`config.mk`:
```
export PLATFORM = sky130hd
export DESIGN_NAME = fifo_drain_tx_flat
export DESIGN_NICKNAME = d
export VERILOG_FILES = /design/src/rtl/fifo_drain_tx_pkg.sv /design/src/rtl/fifo_drain_tx_if.sv /design/src/rtl/fifo_drain_tx_out_stage.sv /design/src/rtl/fifo_drain_tx.sv /design/src/flat_wrapper.sv
export SDC_FILE = /design/constraint.sdc
export NUM_CORES = 1
export LEC_CHECK = 0
export CAP_MARGIN = 10
export CORE_AREA = 2 2 407 409
export CTS_CLUSTER_SIZE = 20
export DETAILED_ROUTE_END_ITERATION = 10
export DIE_AREA = 0 0 409 411
export DONT_BUFFER_PORTS = 1
export GPL_ROUTABILITY_DRIVEN = 1
export GPL_TIMING_DRIVEN = 0
export MAX_ROUTING_LAYER = met4
export PLACE_DENSITY_LB_ADDON = 0.15
export SLEW_MARGIN = 20
export SYNTH_ARGS = -nofsm -noshare
export SYNTH_HDL_FRONTEND = slang
export SYNTH_SLANG_ARGS = --single-unit
```
`constraint.sdc`:
```
create_clock -name clk -period 1.5 [get_ports clk]
set_clock_uncertainty 0.15 [all_clocks]
set_input_delay 0.3 -clock clk [delete_from_list [all_inputs] [get_ports clk]]
set_output_delay 0.3 -clock clk [all_outputs]
set_load 0.05 [all_outputs]
```
`src/rtl/fifo_drain_tx_pkg.sv`:
```
`default_nettype none
// =============================================================================
// Module   : fifo_drain_tx_pkg
// Brief    : Shared types and constants for the FIFO drain / TX packetiser.
// Revision : 1.0 - initial release
// =============================================================================
package fifo_drain_tx_pkg;

    localparam int DRAIN_TX_N_LEN_BITS  = 2;
    localparam int DRAIN_TX_EXTRA_SLACK = 2;

    typedef enum logic [0:0] {
        IDLE  = 1'b0,
        BURST = 1'b1
    } t_drain_state;

    typedef logic [DRAIN_TX_N_LEN_BITS-1:0] t_len;

    // Beats downstream must still absorb after raising almostFull.
    function automatic int slack_beats(input int n_len_bits);
        return (1 << n_len_bits) + DRAIN_TX_EXTRA_SLACK;
    endfunction

endpackage
`default_nettype wire

```
`src/rtl/fifo_drain_tx_if.sv`:
```
`default_nettype none
// =============================================================================
// Module   : fifo_drain_tx_if
// Brief    : FIFO read-side and TX channel signals of the drain block.
// Revision : 1.0 - initial release
// =============================================================================
interface fifo_drain_tx_if
    import fifo_drain_tx_pkg::*;
#(
    parameter int N_DATA_BITS = 512,
    parameter int N_LEN_BITS  = DRAIN_TX_N_LEN_BITS
);
    logic [N_LEN_BITS+N_DATA_BITS-1:0] fifo_first;
    logic                              fifo_notEmpty;
    logic                              fifo_deq;
    logic                              tx_almostFull;
    logic                              tx_valid;
    logic [N_DATA_BITS-1:0]            tx_data;
    logic                              tx_sop;
    logic                              tx_eop;

    // master is the drain block itself; slave is the FIFO + TX port side.
    modport master (
        input  fifo_first, fifo_notEmpty, tx_almostFull,
        output fifo_deq, tx_valid, tx_data, tx_sop, tx_eop
    );

    modport slave (
        output fifo_first, fifo_notEmpty, tx_almostFull,
        input  fifo_deq, tx_valid, tx_data, tx_sop, tx_eop
    );
endinterface
`default_nettype wire

```
`src/rtl/fifo_drain_tx_out_stage.sv`:
```
`default_nettype none
// =============================================================================
// Module   : fifo_drain_tx_out_stage
// Brief    : Registered valid/data/sop/eop beat stage for the TX channel.
// Revision : 1.0 - initial release
// =============================================================================
module fifo_drain_tx_out_stage #(
    parameter int N_DATA_BITS = 512
) (
    input  wire logic                   clk,
    input  wire logic                   reset,
    input  wire logic                   i_load,
    input  wire logic [N_DATA_BITS-1:0] i_data,
    input  wire logic                   i_sop,
    input  wire logic                   i_eop,
    output logic                        o_valid,
    output logic [N_DATA_BITS-1:0]      o_data,
    output logic                        o_sop,
    output logic                        o_eop
);
    logic                   r_valid;
    logic [N_DATA_BITS-1:0] r_data;
    logic                   r_sop;
    logic                   r_eop;

    // Framing bits are qualified by load so they never appear on an idle cycle.
    always_ff @(posedge clk) begin
        if (reset) begin
            r_valid <= 1'b0;
            r_data  <= '0;
            r_sop   <= 1'b0;
            r_eop   <= 1'b0;
        end else begin
            r_valid <= i_load;
            r_sop   <= i_load && i_sop;
            r_eop   <= i_load && i_eop;
            if (i_load) begin
                r_data <= i_data;
            end
        end
    end

    assign o_valid = r_valid;
    assign o_data  = r_data;
    assign o_sop   = r_sop;
    assign o_eop   = r_eop;
endmodule
`default_nettype wire

```
`src/rtl/fifo_drain_tx.sv`:
```
`default_nettype none
// =============================================================================
// Module   : fifo_drain_tx
// Brief    : Drains {len,data} FIFO entries as multi-beat TX packets; new
//            packets start only while the registered almostFull is low.
//            Optional counters: define FIFO_DRAIN_TX_STATS_EN.
// Revision : 1.0 - initial release
// =============================================================================
module fifo_drain_tx
    import fifo_drain_tx_pkg::*;
#(
    parameter int N_DATA_BITS = 512,
    parameter int N_LEN_BITS  = DRAIN_TX_N_LEN_BITS
) (
    input  wire logic       clk,
    input  wire logic       reset,
    fifo_drain_tx_if.master bus,
    output logic            idle
`ifdef FIFO_DRAIN_TX_STATS_EN
    ,
    output logic [31:0]     stat_pkts,
    output logic [31:0]     stat_stall_cycles
`endif
);
    localparam logic [N_LEN_BITS-1:0] c_LEN_ONE = N_LEN_BITS'(1);

    t_drain_state            r_state;
    logic [N_LEN_BITS-1:0]   r_beats_left;
    logic                    r_af_q;

    logic                    w_deq;
    logic                    w_sop;
    logic                    w_eop;
    logic [N_LEN_BITS-1:0]   w_len;
    logic [N_DATA_BITS-1:0]  w_data;

    assign w_len  = bus.fifo_first[N_DATA_BITS +: N_LEN_BITS];
    assign w_data = bus.fifo_first[N_DATA_BITS-1:0];

    // Resets high so nothing starts before downstream status has been sampled.
    always_ff @(posedge clk) begin
        if (reset) begin
            r_af_q <= 1'b1;
        end else begin
            r_af_q <= bus.tx_almostFull;
        end
    end

    // Once a packet has started it runs to completion regardless of almostFull.
    always_comb begin
        w_deq = 1'b0;
        w_sop = 1'b0;
        w_eop = 1'b0;
        case (r_state)
            IDLE: begin
                w_deq = bus.fifo_notEmpty && !r_af_q;
                w_sop = 1'b1;
                w_eop = (w_len == '0);
            end
            BURST: begin
                w_deq = bus.fifo_notEmpty;
                w_eop = (r_beats_left == c_LEN_ONE);
            end
            default: begin
                w_deq = 1'b0;
            end
        endcase
    end

    always_ff @(posedge clk) begin
        if (reset) begin
            r_state      <= IDLE;
            r_beats_left <= '0;
        end else if (w_deq) begin
            case (r_state)
                IDLE: begin
                    if (w_len != '0) begin
                        r_beats_left <= w_len;
                        r_state      <= BURST;
                    end
                end
                BURST: begin
                    r_beats_left <= r_beats_left - c_LEN_ONE;
                    if (r_beats_left == c_LEN_ONE) begin
                        r_state <= IDLE;
                    end
                end
                default: begin
                    r_state <= IDLE;
                end
            endcase
        end
    end

    assign bus.fifo_deq = w_deq;
    assign idle         = (r_state == IDLE);

    fifo_drain_tx_out_stage #(
        .N_DATA_BITS (N_DATA_BITS)
    ) u_out_stage (
        .clk     (clk),
        .reset   (reset),
        .i_load  (w_deq),
        .i_data  (w_data),
        .i_sop   (w_sop),
        .i_eop   (w_eop),
        .o_valid (bus.tx_valid),
        .o_data  (bus.tx_data),
        .o_sop   (bus.tx_sop),
        .o_eop   (bus.tx_eop)
    );

`ifdef FIFO_DRAIN_TX_STATS_EN
    logic [31:0] r_stat_pkts;
    logic [31:0] r_stat_stall_cycles;

    // Stall = work waiting in IDLE but held off by downstream backpressure.
    always_ff @(posedge clk) begin
        if (reset) begin
            r_stat_pkts         <= '0;
            r_stat_stall_cycles <= '0;
        end else begin
            if (bus.tx_valid && bus.tx_eop) begin
                r_stat_pkts <= r_stat_pkts + 32'd1;
            end
            if ((r_state == IDLE) && bus.fifo_notEmpty && r_af_q) begin
                r_stat_stall_cycles <= r_stat_stall_cycles + 32'd1;
            end
        end
    end

    assign stat_pkts         = r_stat_pkts;
    assign stat_stall_cycles = r_stat_stall_cycles;
`endif

endmodule
`default_nettype wire

```
`src/flat_wrapper.sv`:
```
// flat-port wrapper written by rule: the top's interface ports become plain ports
module fifo_drain_tx_flat import fifo_drain_tx_pkg::*;
#(
    parameter int N_DATA_BITS = 512,
    parameter int N_LEN_BITS  = DRAIN_TX_N_LEN_BITS
)
  (clk, reset, idle, bus_fifo_first, bus_fifo_notEmpty, bus_tx_almostFull, bus_fifo_deq, bus_tx_valid, bus_tx_data, bus_tx_sop, bus_tx_eop);
  fifo_drain_tx_if #(.N_DATA_BITS(N_DATA_BITS), .N_LEN_BITS(N_LEN_BITS)) bus_i ();
  input  wire logic clk;
  input  wire logic reset;
  output logic idle;
  input wire logic [$bits(bus_i.fifo_first)-1:0] bus_fifo_first;
  input wire logic [$bits(bus_i.fifo_notEmpty)-1:0] bus_fifo_notEmpty;
  input wire logic [$bits(bus_i.tx_almostFull)-1:0] bus_tx_almostFull;
  output wire logic [$bits(bus_i.fifo_deq)-1:0] bus_fifo_deq;
  output wire logic [$bits(bus_i.tx_valid)-1:0] bus_tx_valid;
  output wire logic [$bits(bus_i.tx_data)-1:0] bus_tx_data;
  output wire logic [$bits(bus_i.tx_sop)-1:0] bus_tx_sop;
  output wire logic [$bits(bus_i.tx_eop)-1:0] bus_tx_eop;
  assign bus_i.fifo_first = bus_fifo_first;
  assign bus_i.fifo_notEmpty = bus_fifo_notEmpty;
  assign bus_i.tx_almostFull = bus_tx_almostFull;
  assign bus_fifo_deq = bus_i.fifo_deq;
  assign bus_tx_valid = bus_i.tx_valid;
  assign bus_tx_data = bus_i.tx_data;
  assign bus_tx_sop = bus_i.tx_sop;
  assign bus_tx_eop = bus_i.tx_eop;
  fifo_drain_tx #(.N_DATA_BITS(N_DATA_BITS), .N_LEN_BITS(N_LEN_BITS)) u_core (.clk(clk), .reset(reset), .bus(bus_i), .idle(idle));
endmodule
```
# Word-level counts from Yosys, hierarchy flattened
# Index checks and enable logic that the tools add are counted.
[totals]
reg_bits = 519
out_inout_bits = 517
[classes]
n_addsub = 1
n_eq_ne = 2
muxes = 8
bitwise = 1
n_reduce_logical = 7
[op_table]
columns = ["operator", "n"]
rows = [
  ["1-bit case mux with 2 select lines", 3],
  ["2-bit case mux with 2 select lines", 1],
  ["1-bit logical AND", 3],
  ["1-bit 2-to-1 mux", 3],
  ["2-bit by 1-bit == test with 1-bit output (second input constant)", 1],
  ["2-bit logical NOT", 1],
  ["2-bit 2-to-1 mux", 1],
  ["2-bit by 1-bit inequality test with 1-bit output (second input constant)", 1],
  ["2-bit AND reduction", 1],
  ["2-bit nonzero test", 1],
  ["2-bit by 1-bit subtractor with 2-bit output (second input constant)", 1],
  ["1-bit logical NOT", 1],
  ["1-bit inverter", 1],
]

# Logic depth before layout (Yosys ltp)
# Gate-level depths: netlist of the first run.
[depth]
word_depth = 4
ltp_mapped = 6
mapped_depth_nobuf = 5

# By module
# Synthesis of the first run repeated with hierarchy kept, for this count alone.
[hier_totals]
hier_cells = 1682
area_unflattened_um2 = 18676.7
[modules_own_cells]
columns = ["module", "n_inst", "cells_each", "area_each_um2"]
rows = [
  ["fifo_drain_tx_out_stage", 1, 1656, 18450.2],
  ["fifo_drain_tx", 1, 26, 226.5],
]

# Worst setup path after synthesis of the first run
# No wires, ideal clock.
[synth_timing]
kind = "reg2out"
start = "register u_core.r_state"
end = "output port bus_fifo_deq"
arrival_ns = 1.193
slack_ns = -0.143
stages_incl_launch_ff = 5
n_path_buf = 2
cell_sequence = "dfxtp_1 buf_4 buf_2 o21ai_0 inv_1"
[synth_between]
elab_chain_len = 2
[synth_lines]
columns = ["element", "line", "rtl"]
rows = [
  ["start, declared", "fifo_drain_tx.sv:27", "t_drain_state r_state;"],
  ["start signal, assigned", "fifo_drain_tx.sv:72", "r_state <= IDLE;"],
  ["start signal, assigned", "fifo_drain_tx.sv:79", "r_state <= BURST;"],
  ["start signal, assigned", "fifo_drain_tx.sv:85", "r_state <= IDLE;"],
  ["1-bit inverter", "fifo_drain_tx.sv:54", "case (r_state)"],
  ["1-bit case mux with 2 select lines *", "fifo_drain_tx.sv:54", ""],
  ["end, declared", "flat_wrapper.sv:15", "output wire logic [$bits(bus_i.fifo_deq)-1:0] bus_fifo_deq;"],
]
# Mark *: on every way between the ends. The rest lies on a longest branch, timed or not.

# Final worst setup path of the first run
[layout_timing]
start = "register u_core.r_state"
end = "register u_core.u_out_stage.r_data[305], in the netlist u_core.u_out_stage.o_data[305]"
[layout_between]
elab_chain_len = 2
[layout_lines]
columns = ["element", "line", "rtl"]
rows = [
  ["1-bit inverter", "fifo_drain_tx.sv:54", ""],
  ["1-bit case mux with 2 select lines *", "fifo_drain_tx.sv:54", ""],
  ["end signal, assigned", "fifo_drain_tx_out_stage.sv:38", "r_data <= i_data;"],
  ["end, declared", "fifo_drain_tx_out_stage.sv:22", "logic [N_DATA_BITS-1:0] r_data;"],
]
# Marks and branches as above.
# A chain may end at the register's enable or synchronous reset.

==> impl_results.md, run 1 <==
* IO Count at 1035
* RSZ-0062 raised after global routing: yes
* Layout cells sized above 1 at 0.249
* Min cycle time layout at between 2000 and 2500 ps
* Placed cell count at about 4600
* GRT Overall Usage at 0.170
* Tot Pwr at 40.8 mW
* Placer Congestion at between 0.9 and 1
* Worst EP arrival at 2480 ps
* Clock Sinks at 519
* Share of power burned in registers at 0.423
* Worst endpoint required time at 1840 ps
* Nets@finish at 3687
* Initial DRC Count at 1487
* Worst Hold Class: in -> reg
* Slew margin rel. at 0.376
* H-Tree Level Count at 3
* Core Util, Final at 0.226
* Worst setup margin at -641 ps
* Pre-CTS worst setup slack at -1620 ps
* Largest cells by area after synthesis: dfxtp_1 (49%), o211ai_1 (18%), a21oi_1 (12%)
* Outcome: finished, violations left
* Std-Cell Rows at 149
* Met2 Use GR at 0.282
* Global-route met1 utilization at 0.191
* Final WL at 145000 um
* Initial antenna violation count at 21
* Global-route wire length before repair at 199000 um
* Number of synthesized register bits at approximately 520
* Fin crit share at 1.43
* Largest area contributor in the netlist: dfxtp_1
* Multi-input logic area at 0.0102 mm2
* Via density at 4.35
* HPWL Detailed at 106000 um
* Synth Instances at 2425
* Failing checks: setup timing
* Met3 usage at 0.0493
* Total number of vias at 23600
* Unique masters post-synth at 28
* Synthesized area per cell at 8.74 um2
* Core Region at around 0.16 mm2
* Post-synthesis sequential area ratio at 0.490
* Share of the synthesized area in the top cell type at 0.490
* Clock Latency Late Sink at 640 ps
* Max cap viols at 0
* Post-Place Cell Area at 0.0239 mm2
* CTS tree: yes
* Mapped Area at 0.0212 mm2
* Vias in the first global route at 24200
* Die Y at roughly 410 um
* Initial Util at 0.129
* Syn nets at 2944
* Worst hold margin at 212 ps
* Crit. End Element: register
* Clock buffer depth at 3
* Maximum vdd drop at 0.729 mV
* DRT Pass-1 Iters at 5
* Worst-path fanout max at 5
* Final ANT Viol Nets at 0
* Grt ovf at 0
* Clk pwr share at 0.411
* Endpoints failing setup at 1031
* Final instance area at 0.0370 mm2
* Max-slew violations at 0
* Sw power at 13.4 mW
* WL/cell at 26.8 um
* Commonest non-fill, non-tap cell in the layout: dlygate4sd3_1
* Hold Fails Final Rpt at 0
* Yosys warnings at 0
* Gate power share at 0.166
* Largest net degree at the start of global routing at 12
* Die area at 0.168 mm2
* Critical path launch point type: register
* Num CTS Buffers at 72
* Critical setup path kind: reg -> reg
* Chip Width at 409 um
* PortBufs at 0
* Setup tns final at -294120 ps
* Grt peak-use layer: met2
* Clock transition at the registers of the reported paths at about 60 ps
* Sw Share at 0.329
* Sequential cell area at about 0.011 mm2
* Area growth, synth to finish at 74.4%
* Static leakage at 11.9 nW
* Most frequent cells in the layout: dlygate4sd3_1 (515), o211ai_1 (512), a21oi_1 (495), dfxtp_1 (456), o21ai_2 (216)
* Filler cells at about 18000
* Internal at 27.4 mW
* Pwr Density at 1100 mW/mm2
* Root buf cell: clkbuf_16
* Final Non-Filler Cells at 5422
* DRC errors left at 0
* Max Clk Rate at 467 MHz
* Worst Max-Slew Pin Slew at 936 ps
## power by group through the flow
stage	combinational, mW	clock [mW]	sequential, mW
3_5_place_dp	3.32	0	17.6
6_report	6.79	16.8	17.2
3_3_place_gp	3.34	0	17.6
4_1_cts	6.67	17.4	17.3
5_1_grt	7.21	17.9	17.3
2_1_floorplan	2.14	0	17.1
## final cells by class
| type | count | area share |
|---|---|---|
| Clock buffer | 108 | 0.0562 |
| Multi-Input combinational cell | 1557 | 0.275 |
| Sequential cell | 519 | 0.287 |
| Timing Repair Buffer | 676 | 0.217 |
| Inverter | 6 | 0.00132 |
| Tap cell | 2189 | 0.0741 |
| Clock inverter | 16 | 0.00352 |
| Buffer | 336 | 0.0847 |
| Antenna cell | 15 | 0.00102 |
## sequential cells by signal (all words and copies together), names as in the netlist
signal / cells
u_core.r_af_q: 1
u_core.r_state: 1
u_core.u_out_stage.o_eop: 1
u_core.u_out_stage.o_sop: 1
u_core.u_out_stage.o_valid: 1
u_core.r_beats_left: 2
u_core.u_out_stage.o_data: 512
## critical path, stage by stage, from the launching register on
cell and delay, ps:
dfxtp_2 330, buf_12 120, buf_4 190, buf_16 170, buf_4 160, clkbuf_16 160
o211ai_1 530, a21oi_1 140
## worst paths after layout
check | start | to | slack (ps) | cells after the start
max | u_core.r_state | u_core.u_out_stage.o_data[305] | -640 | 7
min | bus_fifo_first[120] | u_core.u_out_stage.o_data[120] | 210 | 3
max reg2reg | u_core.r_state | u_core.u_out_stage.o_data[305] | -640 | 7
min reg2reg | u_core.r_beats_left[1] | u_core.r_beats_left[1] | 340 | 2
## repair_timing
item | 4_1_cts | 5_1_grt
endpoints found under the hold margin | 517 | 0
setup endpoints to repair | 1035 | 1033
pin swaps | 313 | 102
resized for setup | 864 | 262
cloned | 70 | 3
setup buffers | 78 | 22
hold buffers | 515 | 0
## synth_stat cells
| master | number |
|---|---|
| a21oi_1 | 515 |
| a221oi_1 | 1 |
| a311oi_1 | 1 |
| a31oi_1 | 1 |
| a32o_1 | 1 |
| and2b_1 | 1 |
| buf_1 | 22 |
| buf_2 | 60 |
| buf_4 | 13 |
| buf_6 | 25 |
| buf_8 | 1 |
| clkbuf_1 | 187 |
| clkbuf_2 | 29 |
| clkbuf_4 | 6 |
| clkinv_2 | 1 |
| dfxtp_1 | 519 |
| ha_1 | 1 |
| inv_1 | 4 |
| inv_2 | 1 |
| nor2_1 | 2 |
| nor3_1 | 3 |
| nor4bb_1 | 1 |
| o211ai_1 | 512 |
| o21ai_0 | 305 |
| o21ai_1 | 210 |
| o21ba_2 | 1 |
| or2_2 | 1 |
| or3_1 | 1 |
## layer usage
layer | share of wire | routed length [um]
met1 | 0.39 | 57300
met2 | 0.49 | 70700
met3 | 0.076 | 11100
met4 | 0.044 | 6330
met5 | 0 | 0
## logic make-up after synthesis
group / synth area share
buf+inv: 0.0799
compound gates: 0.427
fa+ha+maj: 0.000590
simple gates: 0.00248
flops: 0.490
No activity file was read; power rests on OpenSTA's default activity.
==> run 2, diff against run 1 <==
--- a/constraint.sdc
+++ b/constraint.sdc
@@ -3,3 +3,3 @@
 set_input_delay 0.3 -clock clk [delete_from_list [all_inputs] [get_ports clk]]
 set_output_delay 0.3 -clock clk [all_outputs]
-set_load 0.05 [all_outputs]
+set_load 0.01 [all_outputs]
==> run 2 against run 1 <==
Effect of this change:
- the run still ends with setup timing left
- fmax up 6.6%
- die area unchanged
- highest routed layer unchanged
- via count down 0.87%
- sequential power down 9%
- critical endpoint is now u_core.u_out_stage.o_data[178]
- register-to-register slack better by 130 ps
- core utilization down 0.055 points
==> impl_results.md, run 2 (synthesized netlist as in run 1, its figures left out) <==
* Failing checks: setup timing
* Initial antenna violation count at 22
* Critical path launch point type: register
* Worst-path fanout max at 10
* Max Clk Rate at 498 MHz
* Gate power share at 0.165
* Hold Path Origin: bus_fifo_notEmpty
* Area growth, synth to finish at 74.0%
* CTS tree: yes
* Core Region at 0.164 mm2
* Endpoints failing setup at approximately 1000
* Sw power at 12.1 mW
* Clock transition at the registers of the reported paths at about 60 ps
* Min cycle time layout at roughly 2000 ps
* RSZ-0062 raised after global routing: yes
* Worst Hold Class: in -> reg
* Root buf cell: clkbuf_16
* Largest net degree at the start of global routing at 11
* Static leakage at 11.5 nW
* Most frequent cells in the layout: dlygate4sd3_1 (515), dfxtp_1 (515), o211ai_1 (512), a21oi_1 (420), o21ai_2 (413)
* Max cap viols at 0
* Clk pwr share at 0.450
* Sw Share at 0.299
* CP Buf/Inv Count at 6
* PortBufs at 0
* Via density at ~4.4
* Fin crit share at 1.34
* Setup crit start: u_core.r_state
* DRC errors left at 0
* Initial DRC Count at 1288
* Worst endpoint required time at 1870 ps
* Pwr Density at about 1100 mW/mm2
* DRT Pass-1 Iters at 5
* Setup tns final at -192800 ps
* Slew margin rel. at 0.357
* Outcome: finished, violations left
* Hold Fails Final Rpt at 0
* Placer Congestion at 0.925
* Internal at 28.3 mW
* Grt ovf at 0
* Num CTS Buffers at 73
* Final ANT Viol Nets at 0
* HPWL Detailed at 106000 um
* Critical setup path kind: reg -> reg
* Crit. End Element: register
* Crit-path slowest cell: o211ai_1
* WL/cell at between 20 and 30 um
* Max reg flops at 512
* Chip Width at approximately 410 um
* Vias in the first global route at 23100
* Clock Sinks at slightly above 500
* Clock Latency Late Sink at 670 ps
* Worst Max-Slew Pin Slew at 964 ps
* GRT Overall Usage at 0.162
* Die area at 0.168 mm2
* Max-slew violations at 0
* Clock buffer depth at 3
* Worst EP arrival at 2380 ps
* CP top delay family: buffers and inverters
* Worst R2R Setup Slack at -510 ps
* Nets@finish at 3618
* Sequential cell area at about 0.010 mm2
* IO Count at 1035
* CP max stage delay at 450 ps
* H-Tree Level Count at 3
* Worst hold margin at 193 ps
* Initial Util at 0.129
* Global-route wire length before repair at about 190000 um
* Share of power burned in registers at 0.385
* Die Y at 411 um
* Total number of vias at approximately 23000
* Cell breakdown of the critical path: buf_12, buf_6, buf_12, buf_12, buf_6, buf_6, o211ai_1, a21oi_1
* Worst setup margin at -508 ps
* Multi-input logic area at 0.0116 mm2
* Final WL at 143000 um
* Layout cells sized above 1 at 0.313
* Std-Cell Rows at 149
* Filler cells at 17900
* Crit Reg-Reg Startpoint: u_core.r_state
* Maximum vdd drop at 0.754 mV
run 2: worst register-to-register path, delay by kind of cell (launching register included):
| kind | cells | cell delay, ps |
|---|---|---|
| AOI/OAI and AO/OA | 2 | 590 |
| buffers and inverters | 6 | 820 |
| DFF | 1 | 330 |
run 2: worst paths after layout:
| check | endpoint | cells past startpoint |
|---|---|---|
| hold / removal | u_core.u_out_stage.o_data[487] | 4 |
| setup reg to reg | u_core.u_out_stage.o_data[178] | 8 |
| hold reg to reg | u_core.r_beats_left[1] | 2 |
| setup / recovery | u_core.u_out_stage.o_data[178] | 8 |
run 2: cell type report:
class / count / area share
multi-input combinational: 1557 / 0.316
sequential: 519 / 0.282
timing repair buffer: 602 / 0.192
tap: 2189 / 0.0743
buffer: 339 / 0.0660
clock buffer: 115 / 0.0601
clock inverter: 17 / 0.00682
antenna: 18 / 0.00122
inverter: 6 / 0.00119
timing repair inverter: 1 / 0.000238
run 2: per-stage QoR:
step / area, um2 / setup WS, ps / utilization / power, mW / instances
finish: 36900 / -508 / 0.225 / 40.4 / 5363
detailed placement: 23900 / -1390 / 0.146 / 19.0 / 4614
CTS: 33600 / -619 / 0.205 / 39.8 / 5313
global placement: 23900 / -2400 / 0.146 / 19.1 / 4614
global route: 36800 / -588 / 0.225 / 41.9 / 5354
floorplan: 21200 / 24.7 / - / 17.4 / 2425
run 2: routing by layer:
layer,global-route usage,up-vias,routed length [um]
met5,-,-,0
met2,0.271,911,70600
li1,-,10700,-
met4,0.0491,0,3890
met3,0.0449,192,10400
met1,0.188,11600,57900
run 2: power groups by stage:
stage,combinational (mW),clock (mW),sequential [mW]
3_5_place_dp,3.29,0,15.8
4_1_cts,5.59,18.7,15.5
5_1_grt,7.07,19.2,15.6
2_1_floorplan,2.13,0,15.3
6_report,6.65,18.2,15.6
3_3_place_gp,3.31,0,15.8
run 2: repair_timing:
item	in CTS	in global routing
resized for setup	442	837
hold buffers	515	0
pin swaps	123	320
endpoints found under the hold margin	517	0
cloned	31	32
setup buffers	21	10
setup endpoints to repair	1035	1034
